--- config.mk ---
export PLATFORM = sky130hd
export DESIGN_NAME = bawsss_mmio_timer_flat
export DESIGN_NICKNAME = d
export VERILOG_FILES = /design/src/rtl/bawsss_mmio_timer_if.sv /design/src/rtl/bawsss_mmio_timer.sv /design/src/flat_wrapper.sv
export SDC_FILE = /design/constraint.sdc
export NUM_CORES = 1
export LEC_CHECK = 0
export CORE_AREA = 5 5 85 87
export CTS_CLUSTER_DIAMETER = 200
export DETAILED_ROUTE_END_ITERATION = 10
export DIE_AREA = 0 0 90 92
export GPL_ROUTABILITY_DRIVEN = 0
export PLACE_DENSITY_LB_ADDON = 0.25
export SETUP_SLACK_MARGIN = 0.5
export SYNTH_ARGS = -nofsm -noshare
export SYNTH_HDL_FRONTEND = slang
export SYNTH_SLANG_ARGS = --single-unit
--- constraint.sdc ---
create_clock -name clk -period 2.7 [get_ports clk]
set_clock_uncertainty 0.15 [all_clocks]
set_input_delay 0.405 -clock clk [delete_from_list [all_inputs] [get_ports clk]]
set_output_delay 0.405 -clock clk [all_outputs]
set_load 0.1 [all_outputs]
--- src/rtl/bawsss_mmio_timer_if.sv ---
// CPU data-memory bus as seen by the timer: store strobe, byte address, store data,
// plus the read data and window-hit returned to the top-level read mux.
interface bawsss_mmio_timer_if;
  logic        memWrite;
  logic [15:0] address;
  logic [15:0] writeData;
  logic [15:0] readData;
  logic        hit;

  modport master (output memWrite, address, writeData, input readData, hit);
  modport slave  (input memWrite, address, writeData, output readData, hit);
endinterface

--- src/rtl/bawsss_mmio_timer.sv ---
// Memory-mapped prescaled 16-bit timer with compare match, auto-reload and irq.
// Define BAWSSS_TIMER_CAPTURE_EN to build the capture_in synchronizer and CAPTURE register.
module bawsss_mmio_timer #(
  parameter logic [15:0] BASE_ADDR  = 16'hFF00,
  parameter int          PRESCALE_W = 8
) (
  input  logic                  clk,
  input  logic                  rst,
  bawsss_mmio_timer_if.slave    bus,
  output logic                  irq,
  input  logic                  capture_in
);

  logic                  en, auto_reload, irq_en;
  logic [PRESCALE_W-1:0] prescale, presc;
  logic [15:0]           count, compare, capture;
  logic                  match, capt;
  logic [2:0]            sel;
  logic                  wr, wr_ctrl, wr_count, wr_compare, wr_status;
  logic                  tick, match_evt;
  logic [15:0]           ctrl_rd;

  assign bus.hit    = (bus.address[15:4] == BASE_ADDR[15:4]);
  assign sel        = bus.address[3:1];
  assign wr         = bus.memWrite & bus.hit;
  assign wr_ctrl    = wr && (sel == 3'd0);
  assign wr_count   = wr && (sel == 3'd1);
  assign wr_compare = wr && (sel == 3'd2);
  assign wr_status  = wr && (sel == 3'd3);

  assign tick      = en && (presc == prescale);
  // A CPU store to COUNT suppresses both the increment and the compare for that cycle.
  assign match_evt = tick && !wr_count && (count == compare);

  always_ff @(posedge clk or posedge rst) begin
    if (rst) begin
      en          <= 1'b0;
      auto_reload <= 1'b0;
      irq_en      <= 1'b0;
      prescale    <= '0;
    end else if (wr_ctrl) begin
      en          <= bus.writeData[0];
      auto_reload <= bus.writeData[1];
      irq_en      <= bus.writeData[2];
      prescale    <= bus.writeData[8 +: PRESCALE_W];
    end
  end

  always_ff @(posedge clk or posedge rst) begin
    if (rst)          presc <= '0;
    else if (wr_ctrl) presc <= '0;
    else if (en)      presc <= tick ? '0 : presc + PRESCALE_W'(1);
  end

  always_ff @(posedge clk or posedge rst) begin
    if (rst) begin
      count   <= 16'h0000;
      compare <= 16'hFFFF;
    end else begin
      if (wr_count)       count <= bus.writeData;
      else if (match_evt) count <= auto_reload ? 16'h0000 : count + 16'd1;
      else if (tick)      count <= count + 16'd1;
      if (wr_compare)     compare <= bus.writeData;
    end
  end

  // Hardware set takes priority over a same-cycle write-1-to-clear.
  always_ff @(posedge clk or posedge rst) begin
    if (rst)                                match <= 1'b0;
    else if (match_evt)                     match <= 1'b1;
    else if (wr_status && bus.writeData[0]) match <= 1'b0;
  end

`ifdef BAWSSS_TIMER_CAPTURE_EN
  logic sync1, sync2, sync3, cap_rise;

  always_ff @(posedge clk or posedge rst) begin
    if (rst) begin
      sync1 <= 1'b0;
      sync2 <= 1'b0;
      sync3 <= 1'b0;
    end else begin
      sync1 <= capture_in;
      sync2 <= sync1;
      sync3 <= sync2;
    end
  end

  assign cap_rise = sync2 & ~sync3;

  always_ff @(posedge clk or posedge rst) begin
    if (rst) begin
      capture <= 16'h0000;
      capt    <= 1'b0;
    end else begin
      if (cap_rise) capture <= count;
      if (cap_rise)                                capt <= 1'b1;
      else if (wr_status && bus.writeData[1])      capt <= 1'b0;
    end
  end
`else
  logic unused_capture;
  assign unused_capture = capture_in;
  assign capture        = 16'h0000;
  assign capt           = 1'b0;
`endif

  logic unused_bus;
  assign unused_bus = ^{bus.address[0], bus.writeData[7:3]};

  assign irq = match & irq_en;

  always_comb begin
    ctrl_rd                   = 16'h0000;
    ctrl_rd[8 +: PRESCALE_W]  = prescale;
    ctrl_rd[2:0]              = {irq_en, auto_reload, en};
  end

  always_comb begin
    bus.readData = 16'h0000;
    if (bus.hit) begin
      case (sel)
        3'd0:    bus.readData = ctrl_rd;
        3'd1:    bus.readData = count;
        3'd2:    bus.readData = compare;
        3'd3:    bus.readData = {14'h0000, capt, match};
        3'd4:    bus.readData = capture;
        default: bus.readData = 16'h0000;
      endcase
    end
  end

endmodule

--- src/flat_wrapper.sv ---
// flat-port wrapper written by rule: the top's interface ports become plain ports
module bawsss_mmio_timer_flat 
#(
  parameter logic [15:0] BASE_ADDR  = 16'hFF00,
  parameter int          PRESCALE_W = 8
)
  (clk, rst, irq, capture_in, bus_memWrite, bus_address, bus_writeData, bus_readData, bus_hit);
  bawsss_mmio_timer_if bus_i ();
  input  logic clk;
  input  logic rst;
  output logic irq;
  input  logic capture_in;
  input wire logic [$bits(bus_i.memWrite)-1:0] bus_memWrite;
  input wire logic [$bits(bus_i.address)-1:0] bus_address;
  input wire logic [$bits(bus_i.writeData)-1:0] bus_writeData;
  output wire logic [$bits(bus_i.readData)-1:0] bus_readData;
  output wire logic [$bits(bus_i.hit)-1:0] bus_hit;
  assign bus_i.memWrite = bus_memWrite;
  assign bus_i.address = bus_address;
  assign bus_i.writeData = bus_writeData;
  assign bus_readData = bus_i.readData;
  assign bus_hit = bus_i.hit;
  bawsss_mmio_timer #(.BASE_ADDR(BASE_ADDR), .PRESCALE_W(PRESCALE_W)) u_core (.clk(clk), .rst(rst), .bus(bus_i), .irq(irq), .capture_in(capture_in));
endmodule
==> results of run 1 <==
[cell families after synthesis]
group                      synth area share
muxes                                0.1304
buffers and inverters               0.04932
DFF                                  0.3946
and+or+nand+nor                      0.1981
adders and majority gates          0.007473
AOI/OAI and AO/OA                    0.1443
xor gates and xnor gates            0.07586
[state kept, by name (all words and copies together), names as in the netlist]
signal / flops
u_core.compare: 16
u_core.count: 16
u_core.presc: 8
u_core.prescale: 8
u_core.auto_reload: 1
u_core.en: 1
u_core.irq_en: 1
u_core.match: 1
[what timing repair did]
item / 4_1_cts / 5_1_grt
resized for setup: 61 / 31
cloned: 0 / 1
setup endpoints to repair: 61 / 44
buffers inserted: 18 / 8
pin swaps: 16 / 26
hold endpoints to repair: 0 / 0
hold buffers: 0 / 0
[routing by layer]
metal | share of wire | vias up
li1 | - | 1437
met1 | 0.38 | 1609
met2 | 0.49 | 190
met3 | 0.082 | 62
met4 | 0.050 | 0
met5 | 0 | -
[metrics by stage]
step,TNS (ns),util,std cells
4_1_cts,0,0.7576,507
2_1_floorplan,0,-,348
3_5_place_dp,-0.7368,0.6930,481
6_report,0,0.7895,516
3_3_place_gp,-0.06591,0.6930,481
5_1_grt,0,0.7895,516
[worst register-to-register path: cells and delay by family (launching register included)]
kind / cells / cell delay (ns)
buffers and inverters: 4 / 0.43
AO/OA/AOI/OAI: 2 / 0.24
AND/OR/NAND/NOR: 3 / 0.56
XOR/XNOR: 1 / 0.16
flip-flops: 1 / 0.57
[area by class of cell]
class / instances / area [um^2]
clock buffer: 6 / 82.58
clock inverter: 2 / 38.79
fill: 375 / 1321
inverter: 12 / 45.04
multi-input combinational: 264 / 2156
sequential: 52 / 1329
tap: 77 / 96.34
timing repair buffer: 103 / 1209
[final timing paths]
kind | end | slack (ns)
min | u_core.count[1] | 0.30
max | bus_readData[0] | 0.46
max in group asynchronous | u_core.compare[9] | 1.47
min in group clk | u_core.irq_en | 0.38
min reg2reg | u_core.irq_en | 0.38
max reg2reg | u_core.count[4] | 0.50
[cells in the mapped netlist (2+ instances only)]
library cell                number  area, um^2
sky130_fd_sc_hd__buf_2           3       15.01
sky130_fd_sc_hd__ha_1            2       25.02
sky130_fd_sc_hd__nor2_1         49       183.9
sky130_fd_sc_hd__mux2_1         17       191.4
sky130_fd_sc_hd__buf_6           5       56.30
sky130_fd_sc_hd__nor4_1          5       31.28
sky130_fd_sc_hd__nand2_1        22       82.58
sky130_fd_sc_hd__dfrtp_1        36       900.9
sky130_fd_sc_hd__a221oi_1        3       26.28
sky130_fd_sc_hd__and3_1          3       18.77
sky130_fd_sc_hd__nor2b_1         2       12.51
sky130_fd_sc_hd__and4_1          2       17.52
sky130_fd_sc_hd__xnor2_1        25       219.0
sky130_fd_sc_hd__xor2_1          4       35.03
sky130_fd_sc_hd__o2111ai_1       2       17.52
sky130_fd_sc_hd__a32oi_1         8       70.07
sky130_fd_sc_hd__dfstp_2        16       420.4
sky130_fd_sc_hd__mux2_2         10       112.6
sky130_fd_sc_hd__o21ai_1        10       50.05
sky130_fd_sc_hd__o21ai_0         9       45.04
sky130_fd_sc_hd__inv_1          11       41.29
sky130_fd_sc_hd__a21oi_1        22       110.1
sky130_fd_sc_hd__nand3_1        10       50.05
sky130_fd_sc_hd__nor3_1          4       20.02
sky130_fd_sc_hd__a211oi_1        2       15.01
sky130_fd_sc_hd__clkbuf_1       10       37.54
sky130_fd_sc_hd__nand4_1         9       56.30
sky130_fd_sc_hd__nor4_4          2       42.54
sky130_fd_sc_hd__nand4b_1        2       17.52
sky130_fd_sc_hd__a22oi_1        13       97.59
sky130_fd_sc_hd__mux2i_1        11       110.1
[power by group]
| group | internal (mW) | switching (mW) |
|---|---|---|
| clock | 0.304 | 0.278 |
| sequential | 0.781 | 0.00210 |
| combinational | 0.0759 | 0.0761 |
| total | 1.16 | 0.356 |
==> flow_summary.html, run 1 <==
<table>
<tr><th>Metric</th><th>Value</th></tr>
<tr><th colspan="2">Global route</th></tr>
<tr><td>Most Crowded Layer GR</td><td>met2</td></tr>
<tr><td>Global Route met1 Usage</td><td>0.2986</td></tr>
<tr><td>Number of antenna violations at the first check in global routing</td><td>0</td></tr>
<tr><td>Overall global routing resource usage</td><td>0.2426</td></tr>
<tr><td>Met3 Resource Use GR</td><td>0.05074</td></tr>
<tr><td>Pin count of the biggest net entering global routing</td><td>29</td></tr>
<tr><td>First-pass GRT wire length</td><td>about 16000 um</td></tr>
<tr><td>Global-route congestion overflow total</td><td>0</td></tr>
<tr><td>Via count of the first global-routing pass</td><td>~3300</td></tr>
<tr><td>Met2 track utilization from global routing</td><td>0.4226</td></tr>
<tr><th colspan="2">Worst setup path</th></tr>
<tr><td>Buf/Inv on CP</td><td>4</td></tr>
<tr><td>Family of cells with the greatest summed delay on the critical path</td><td>simple AND/OR/NAND/NOR gates</td></tr>
<tr><td>Maximum fanout along the worst path</td><td>8</td></tr>
<tr><td>Setup crit end kind</td><td>primary output</td></tr>
<tr><td>Origin of the worst setup path</td><td>bus_address[6]</td></tr>
<tr><td>Number of cell instances on the worst register-to-register path</td><td>10</td></tr>
<tr><td>Cell-by-cell trace of the critical path</td><td>buf_6 -&gt; nor4_4 -&gt; nand4b_4 -&gt; buf_12 -&gt; buf_12 -&gt; nor2b_4 -&gt; buf_12</td></tr>
<tr><td>Type of the worst setup path</td><td>input port to primary output</td></tr>
<tr><td>Worst endpoint data arrival time</td><td>1.68 ns</td></tr>
<tr><td>Data required time at the worst endpoint</td><td>roughly 2.1 ns</td></tr>
<tr><td>Critical path's largest stage delay</td><td>~0.35 ns</td></tr>
<tr><td>Worst reg2reg path startpoint</td><td>u_core.compare[3]</td></tr>
<tr><td>Launching element type of the critical path</td><td>input port</td></tr>
<tr><td>Library cell contributing the largest single delay on the critical path</td><td>sky130_fd_sc_hd__nor4_4</td></tr>
<tr><td>CP dominant cell by count</td><td>sky130_fd_sc_hd__buf_12</td></tr>
<tr><td>Levels on crit path</td><td>7</td></tr>
<tr><th colspan="2">Clock tree</th></tr>
<tr><td>Max clock buf depth</td><td>2</td></tr>
<tr><td>Total clock sinks</td><td>52</td></tr>
<tr><td>Clk Tree Root Cell</td><td>sky130_fd_sc_hd__clkbuf_8</td></tr>
<tr><td>Clock insertion delay at the later pin of the skew report</td><td>about 0.31 ns</td></tr>
<tr><td>Total CTS buffers</td><td>5</td></tr>
<tr><td>CTS clk-pin slew, worst paths</td><td>approximately 0.11 ns</td></tr>
<tr><td>Clock tree from TritonCTS</td><td>built</td></tr>
<tr><td>CTS H-tree lvls</td><td>2</td></tr>
<tr><th colspan="2">Floorplanning</th></tr>
<tr><td>Die width</td><td>~90 um</td></tr>
<tr><td>Vertical die dimension</td><td>92 um</td></tr>
<tr><td>Die footprint</td><td>roughly 0.0083 mm^2</td></tr>
<tr><td>Site row count</td><td>29</td></tr>
<tr><td>Top-level port count</td><td>54</td></tr>
<tr><td>Core Area</td><td>0.006277 mm^2</td></tr>
<tr><td>Initial cell density of the core</td><td>0.5334</td></tr>
<tr><th colspan="2">Synth</th></tr>
<tr><td>Syn. warnings</td><td>0</td></tr>
<tr><td>Netlist cell types</td><td>50</td></tr>
<tr><td>Average footprint of a synthesized cell</td><td>about 9.6 um^2</td></tr>
<tr><td>Most used flip-flop cell after synthesis</td><td>sky130_fd_sc_hd__dfrtp_1</td></tr>
<tr><td>Post-Synthesis Net Count</td><td>a little under 400</td></tr>
<tr><td>Register area share after synthesis</td><td>0.3946</td></tr>
<tr><td>Count of flip-flops with a built-in enable after synthesis</td><td>0</td></tr>
<tr><td>Summed instance area of the synthesized netlist</td><td>roughly 0.0033 mm^2</td></tr>
<tr><td>Async SR Flop Fraction</td><td>1.000</td></tr>
<tr><td>Synthesized flop and latch total</td><td>52</td></tr>
<tr><td>Cell count after synthesis</td><td>348</td></tr>
<tr><th colspan="2">Timing</th></tr>
<tr><td>Slew @ Worst Pin</td><td>roughly 0.85 ns</td></tr>
<tr><td>Final count of pins violating max slew</td><td>0</td></tr>
<tr><td>Post-route setup slack</td><td>between 0.4 and 0.5 ns</td></tr>
<tr><td>Relative slew margins</td><td>0.4313</td></tr>
<tr><td>Final clock period utilization by the worst path</td><td>0.8280</td></tr>
<tr><td>Total count of hold-check failures in the final report</td><td>0</td></tr>
<tr><td>RSZ-0062 raised after global routing</td><td>true</td></tr>
<tr><td>Number of endpoints failing setup at the final stage</td><td>0</td></tr>
<tr><td>Worst hold margin</td><td>approximately 0.30 ns</td></tr>
<tr><td>Maximum operating frequency</td><td>roughly 450 MHz</td></tr>
<tr><td>Final min period</td><td>approximately 2.2 ns</td></tr>
<tr><th colspan="2">Placement</th></tr>
<tr><td>Pre-CTS WS</td><td>-0.08361 ns</td></tr>
<tr><td>Cell area reported after detailed placement</td><td>around 0.0044 mm^2</td></tr>
<tr><td>Number of input and output port buffers inserted</td><td>51</td></tr>
<tr><td>Dpl hpwl</td><td>~6700 um</td></tr>
<tr><th colspan="2">Finish</th></tr>
<tr><td>Inserted Diodes</td><td>0</td></tr>
<tr><td>Share of post-route cells with drive strength above 1</td><td>0.4032</td></tr>
<tr><td>Final Net Count</td><td>476</td></tr>
<tr><td>Most frequent cells in the layout</td><td>sky130_fd_sc_hd__nor2_1, sky130_fd_sc_hd__buf_4, sky130_fd_sc_hd__dfrtp_1</td></tr>
<tr><td>Signed area change from the synthesized netlist to the final layout</td><td>48.02%</td></tr>
<tr><td>Final design instance area without fill</td><td>between 0.004 and 0.005 mm^2</td></tr>
<tr><th colspan="2">Pwr</th></tr>
<tr><td>Pwr dens</td><td>306.0 mW/mm^2</td></tr>
<tr><td>Static power due to leakage</td><td>between 2 and 2.5 nW</td></tr>
<tr><td>Total power</td><td>1.516 mW</td></tr>
<tr><td>Worst VDD drop</td><td>0.3047 mV</td></tr>
<tr><th colspan="2">Route</th></tr>
<tr><td>Via count</td><td>3298</td></tr>
<tr><td>Detailed Route Iter0 Violations</td><td>about 280</td></tr>
<tr><td>Wire per inst</td><td>between 20 and 25 um</td></tr>
<tr><td>Detail Route Antenna Nets</td><td>0</td></tr>
<tr><td>DRC viols</td><td>0</td></tr>
<tr><td>Total wire length after detailed routing</td><td>around 11000 um</td></tr>
<tr><td>Avg Vias per Cell</td><td>approximately 6.4</td></tr>
<tr><td>Detailed Routing Iterations Pass 1</td><td>5</td></tr>
<tr><th colspan="2">Worst hold path</th></tr>
<tr><td>Class of the worst hold path</td><td>input port to async pin</td></tr>
<tr><th colspan="2">Status</th></tr>
<tr><td>Result of the run</td><td>completed</td></tr>
<tr><th colspan="2">Flow run</th></tr>
<tr><td>Number of max-cap violations</td><td>0</td></tr>
</table>
Note: power is estimated with default switching activity, not from simulation.
==> run 2, diff against run 1 <==
- CORE_AREA: 5 5 85 87 -> 5 5 89 91
- DIE_AREA: 0 0 90 92 -> 0 0 94 96
- clock period: 2.7 -> 1.83 ns (I/O delays scaled with it)
==> run 2 against run 1 <==
Effect of this change:
- the flow now finishes with violations (setup timing)
- via count up 16%
- register-to-register slack worse by 0.99 ns
- highest routed layer unchanged
- utilization up 4.8 points
- clock power up 65%
- sequential power up 47%
- worst setup slack worse by 0.95 ns
- design area up 19%
- critical path depth up 1
- cell count up 18%
- non-clock buffer count up 69
- first-iteration DRC count up 48%
- global-route usage up 6.5 points
- critical path type is now register to register
==> flow_summary.html, run 2 (synthesis results as in run 1) <==
<table>
<tr><th>Metric</th><th>Value</th></tr>
<tr><th colspan="2">Worst setup path</th></tr>
<tr><td>Number of cell instances on the worst register-to-register path</td><td>8 (-2)</td></tr>
<tr><td>Worst endpoint data arrival time</td><td>2.37 ns (+0.69 ns)</td></tr>
<tr><td>Launching element type of the critical path</td><td>register</td></tr>
<tr><td>Critical path's largest stage delay</td><td>0.55 ns (+0.20 ns)</td></tr>
<tr><td>Capturing instance or port of the critical path</td><td>u_core.count[13]</td></tr>
<tr><td>Library cell contributing the largest single delay on the critical path</td><td>sky130_fd_sc_hd__dfstp_2</td></tr>
<tr><td>Worst reg2reg path startpoint</td><td>u_core.compare[13]</td></tr>
<tr><td>Setup crit end kind</td><td>register</td></tr>
<tr><td>Reg-to-reg endpoint</td><td>u_core.count[13]</td></tr>
<tr><td>Type of the worst setup path</td><td>register to register</td></tr>
<tr><td>Cell-by-cell trace of the critical path</td><td>xnor2_1 -&gt; nand4_1 -&gt; nor4_4 -&gt; buf_4 -&gt; buf_2 -&gt; a211oi_1 -&gt; o21ai_1 -&gt; nand2_1</td></tr>
<tr><td>R2R setup slack</td><td>-0.49 ns (-0.99 ns)</td></tr>
<tr><td>Origin of the worst setup path</td><td>u_core.compare[13]</td></tr>
<tr><td>Maximum fanout along the worst path</td><td>5 (-3)</td></tr>
<tr><td>Data required time at the worst endpoint</td><td>1.88 ns (-0.26 ns)</td></tr>
<tr><th colspan="2">Floorplanning</th></tr>
<tr><td>Top-level port count</td><td>54 (unchanged)</td></tr>
<tr><td>Die width</td><td>94 um (+4.4%)</td></tr>
<tr><td>Core Area</td><td>0.007059 mm^2 (+12%)</td></tr>
<tr><td>Vertical die dimension</td><td>96 um (+4.3%)</td></tr>
<tr><td>Initial cell density of the core</td><td>0.4743 (-0.05909)</td></tr>
<tr><td>Die footprint</td><td>0.009024 mm^2 (+9.0%)</td></tr>
<tr><td>Site row count</td><td>31 (+6.9%)</td></tr>
<tr><th colspan="2">Finish</th></tr>
<tr><td>Final Net Count</td><td>545 (+14%)</td></tr>
<tr><td>Share of post-route cells with drive strength above 1</td><td>0.5512 (+0.1480)</td></tr>
<tr><td>Most frequent cells in the layout</td><td>sky130_fd_sc_hd__buf_4, sky130_fd_sc_hd__dfrtp_1, sky130_fd_sc_hd__nor2_1</td></tr>
<tr><td>Flip-flop and latch area</td><td>0.001321 mm^2 (-0.56%)</td></tr>
<tr><td>Number of cells in the finished layout apart from fillers</td><td>607 (+18%)</td></tr>
<tr><td>Inserted Diodes</td><td>0 (unchanged)</td></tr>
<tr><td>Final design instance area without fill</td><td>0.005911 mm^2 (+19%)</td></tr>
<tr><td>Utilization of the core after routing</td><td>0.8373 (+0.04778)</td></tr>
<tr><td>Multi-input gate area</td><td>0.002426 mm^2 (+13%)</td></tr>
<tr><td>Top Registers</td><td>u_core.compare (16), u_core.count (16)</td></tr>
<tr><td>Most common library cell in the layout ignoring fill and taps</td><td>sky130_fd_sc_hd__buf_4</td></tr>
<tr><td>Signed area change from the synthesized netlist to the final layout</td><td>76.53%</td></tr>
<tr><td>Fillcell total</td><td>368 (-1.9%)</td></tr>
<tr><th colspan="2">Timing</th></tr>
<tr><td>Worst hold margin</td><td>0.1408 ns (-0.1638 ns)</td></tr>
<tr><td>Slew @ Worst Pin</td><td>0.7151 ns (-0.1348 ns)</td></tr>
<tr><td>RSZ-0062 raised after global routing</td><td>true</td></tr>
<tr><td>Number of endpoints failing setup at the final stage</td><td>57 (+57)</td></tr>
<tr><td>Final count of pins violating max slew</td><td>0 (unchanged)</td></tr>
<tr><td>Maximum operating frequency</td><td>431.0 MHz</td></tr>
<tr><td>Post-route setup slack</td><td>-0.4899 ns (-0.9544 ns)</td></tr>
<tr><td>Relative slew margins</td><td>0.5228 (+0.09144)</td></tr>
<tr><td>Final clock period utilization by the worst path</td><td>1.268</td></tr>
<tr><td>Total count of hold-check failures in the final report</td><td>0 (unchanged)</td></tr>
<tr><td>Final min period</td><td>between 2 and 2.5 ns</td></tr>
<tr><th colspan="2">Placement</th></tr>
<tr><td>Cell area reported after detailed placement</td><td>0.005211 mm^2 (+20%)</td></tr>
<tr><td># placed instances</td><td>576 (+20%)</td></tr>
<tr><td>Number of input and output port buffers inserted</td><td>51 (unchanged)</td></tr>
<tr><td>Dpl hpwl</td><td>8189 um (+21%)</td></tr>
<tr><th colspan="2">Global route</th></tr>
<tr><td>Via count of the first global-routing pass</td><td>3971 (+20%)</td></tr>
<tr><td>Overall global routing resource usage</td><td>0.3078 (+0.06522)</td></tr>
<tr><td>Pin count of the biggest net entering global routing</td><td>22 (-24%)</td></tr>
<tr><td>Global-route congestion overflow total</td><td>0 (unchanged)</td></tr>
<tr><td>First-pass GRT wire length</td><td>21180 um (+29%)</td></tr>
<tr><td>Number of antenna violations at the first check in global routing</td><td>0 (unchanged)</td></tr>
<tr><th colspan="2">Worst hold path</th></tr>
<tr><td>Class of the worst hold path</td><td>input port to async pin</td></tr>
<tr><th colspan="2">Clock tree</th></tr>
<tr><td>Clock tree from TritonCTS</td><td>built</td></tr>
<tr><td>Total clock sinks</td><td>52 (unchanged)</td></tr>
<tr><td>CTS clk-pin slew, worst paths</td><td>0.10 ns (about the same)</td></tr>
<tr><td>Total CTS buffers</td><td>5 (unchanged)</td></tr>
<tr><td>Clk Tree Root Cell</td><td>sky130_fd_sc_hd__clkbuf_8</td></tr>
<tr><td>Clock insertion delay at the later pin of the skew report</td><td>0.32 ns (about the same)</td></tr>
<tr><td>Hold buffer count at cts</td><td>0 (unchanged)</td></tr>
<tr><td>CTS H-tree lvls</td><td>2 (unchanged)</td></tr>
<tr><td>Max clock buf depth</td><td>2 (unchanged)</td></tr>
<tr><th colspan="2">Route</th></tr>
<tr><td>Detailed Route Iter0 Violations</td><td>420 (+48%)</td></tr>
<tr><td>Detailed Routing Iterations Pass 1</td><td>6 (+1)</td></tr>
<tr><td>Via count</td><td>3840 (+16%)</td></tr>
<tr><td>Wire per inst</td><td>23.96 um (+14%)</td></tr>
<tr><td>Detail Route Antenna Nets</td><td>0 (unchanged)</td></tr>
<tr><td>Avg Vias per Cell</td><td>6.326 (-1.0%)</td></tr>
<tr><td>DRC viols</td><td>0 (unchanged)</td></tr>
<tr><td>Total wire length after detailed routing</td><td>14550 um (+34%)</td></tr>
<tr><th colspan="2">Pwr</th></tr>
<tr><td>Static power due to leakage</td><td>2.502 nW (+22%)</td></tr>
<tr><td>Worst VDD drop</td><td>0.3686 mV (+21%)</td></tr>
<tr><td>Pwr dens</td><td>402.2 mW/mm^2 (+31%)</td></tr>
<tr><th colspan="2">Status</th></tr>
<tr><td>Violated checks</td><td>setup timing</td></tr>
<tr><td>Result of the run</td><td>finished, violations left</td></tr>
<tr><th colspan="2">Flow run</th></tr>
<tr><td>Number of max-cap violations</td><td>0 (unchanged)</td></tr>
</table>
==> run 2: routing by layer <==
metal	global-route usage	part of all wire	vias to the layer above
li1	-	-	1581
met1	0.3593	0.36	1837
met2	0.5417	0.48	291
met3	0.05395	0.081	131
met4	0.1588	0.084	0
met5	0	0	-
==> run 2: how the worst min path moves through the flow <==
stage	cells after the start	start	slack [ns]	end
final	2	rst	0.14	u_core.presc[3]
after global routing	2	rst	0.16	u_core.presc[3]
after CTS	2	rst	0.16	u_core.presc[2]
after detailed placement	1	u_core.irq_en	0.36	u_core.irq_en
after global placement	1	u_core.irq_en	0.36	u_core.irq_en
after floorplan	1	rst	0.17	u_core.auto_reload
==> run 2: report_power, final <==
group          switching (mW)  internal [mW]  total, mW
logic                   0.134          0.132      0.266
clock network           0.410          0.547      0.957
registers             0.00224           1.15       1.15
==> run 2: stage by stage <==
| stage | TNS [ns] | setup WS (ns) | total power [mW] |
|---|---|---|---|
| after detailed placement | -38.13 | -0.6485 | 1.412 |
| final | -11.10 | -0.4899 | 2.377 |
| after global routing | -14.71 | -0.5504 | 2.441 |
| after global placement | -33.94 | -0.5765 | 1.407 |
| after CTS | -4.960 | -0.2706 | 2.356 |
| after floorplan | -11.00 | -0.3503 | 1.262 |
==> run 2: worst max-delay path: cells and delay by family, from the launching register on <==
family          cells  cell delay (ns)
buf+inv             2             0.38
xor+xnor            1             0.14
flops               1             0.55
simple gates        3             0.63
compound gates      2             0.35
==> run 2: final cells by class <==
type | count | share of cell area
clock buffers | 6 | 0.01228
clock inverters | 2 | 0.01016
inverters | 12 | 0.008256
multi-input cells | 264 | 0.4105
flip-flops and latches | 52 | 0.2235
well taps | 99 | 0.02096
repair buffers | 172 | 0.3144
==> run 2: repair_timing <==
action                     in CTS  in global routing
setup buffers                  14                  5
resized for setup              92                 21
pin swaps                      25                 21
cloned                          3                  1
setup endpoints to repair      70                 70
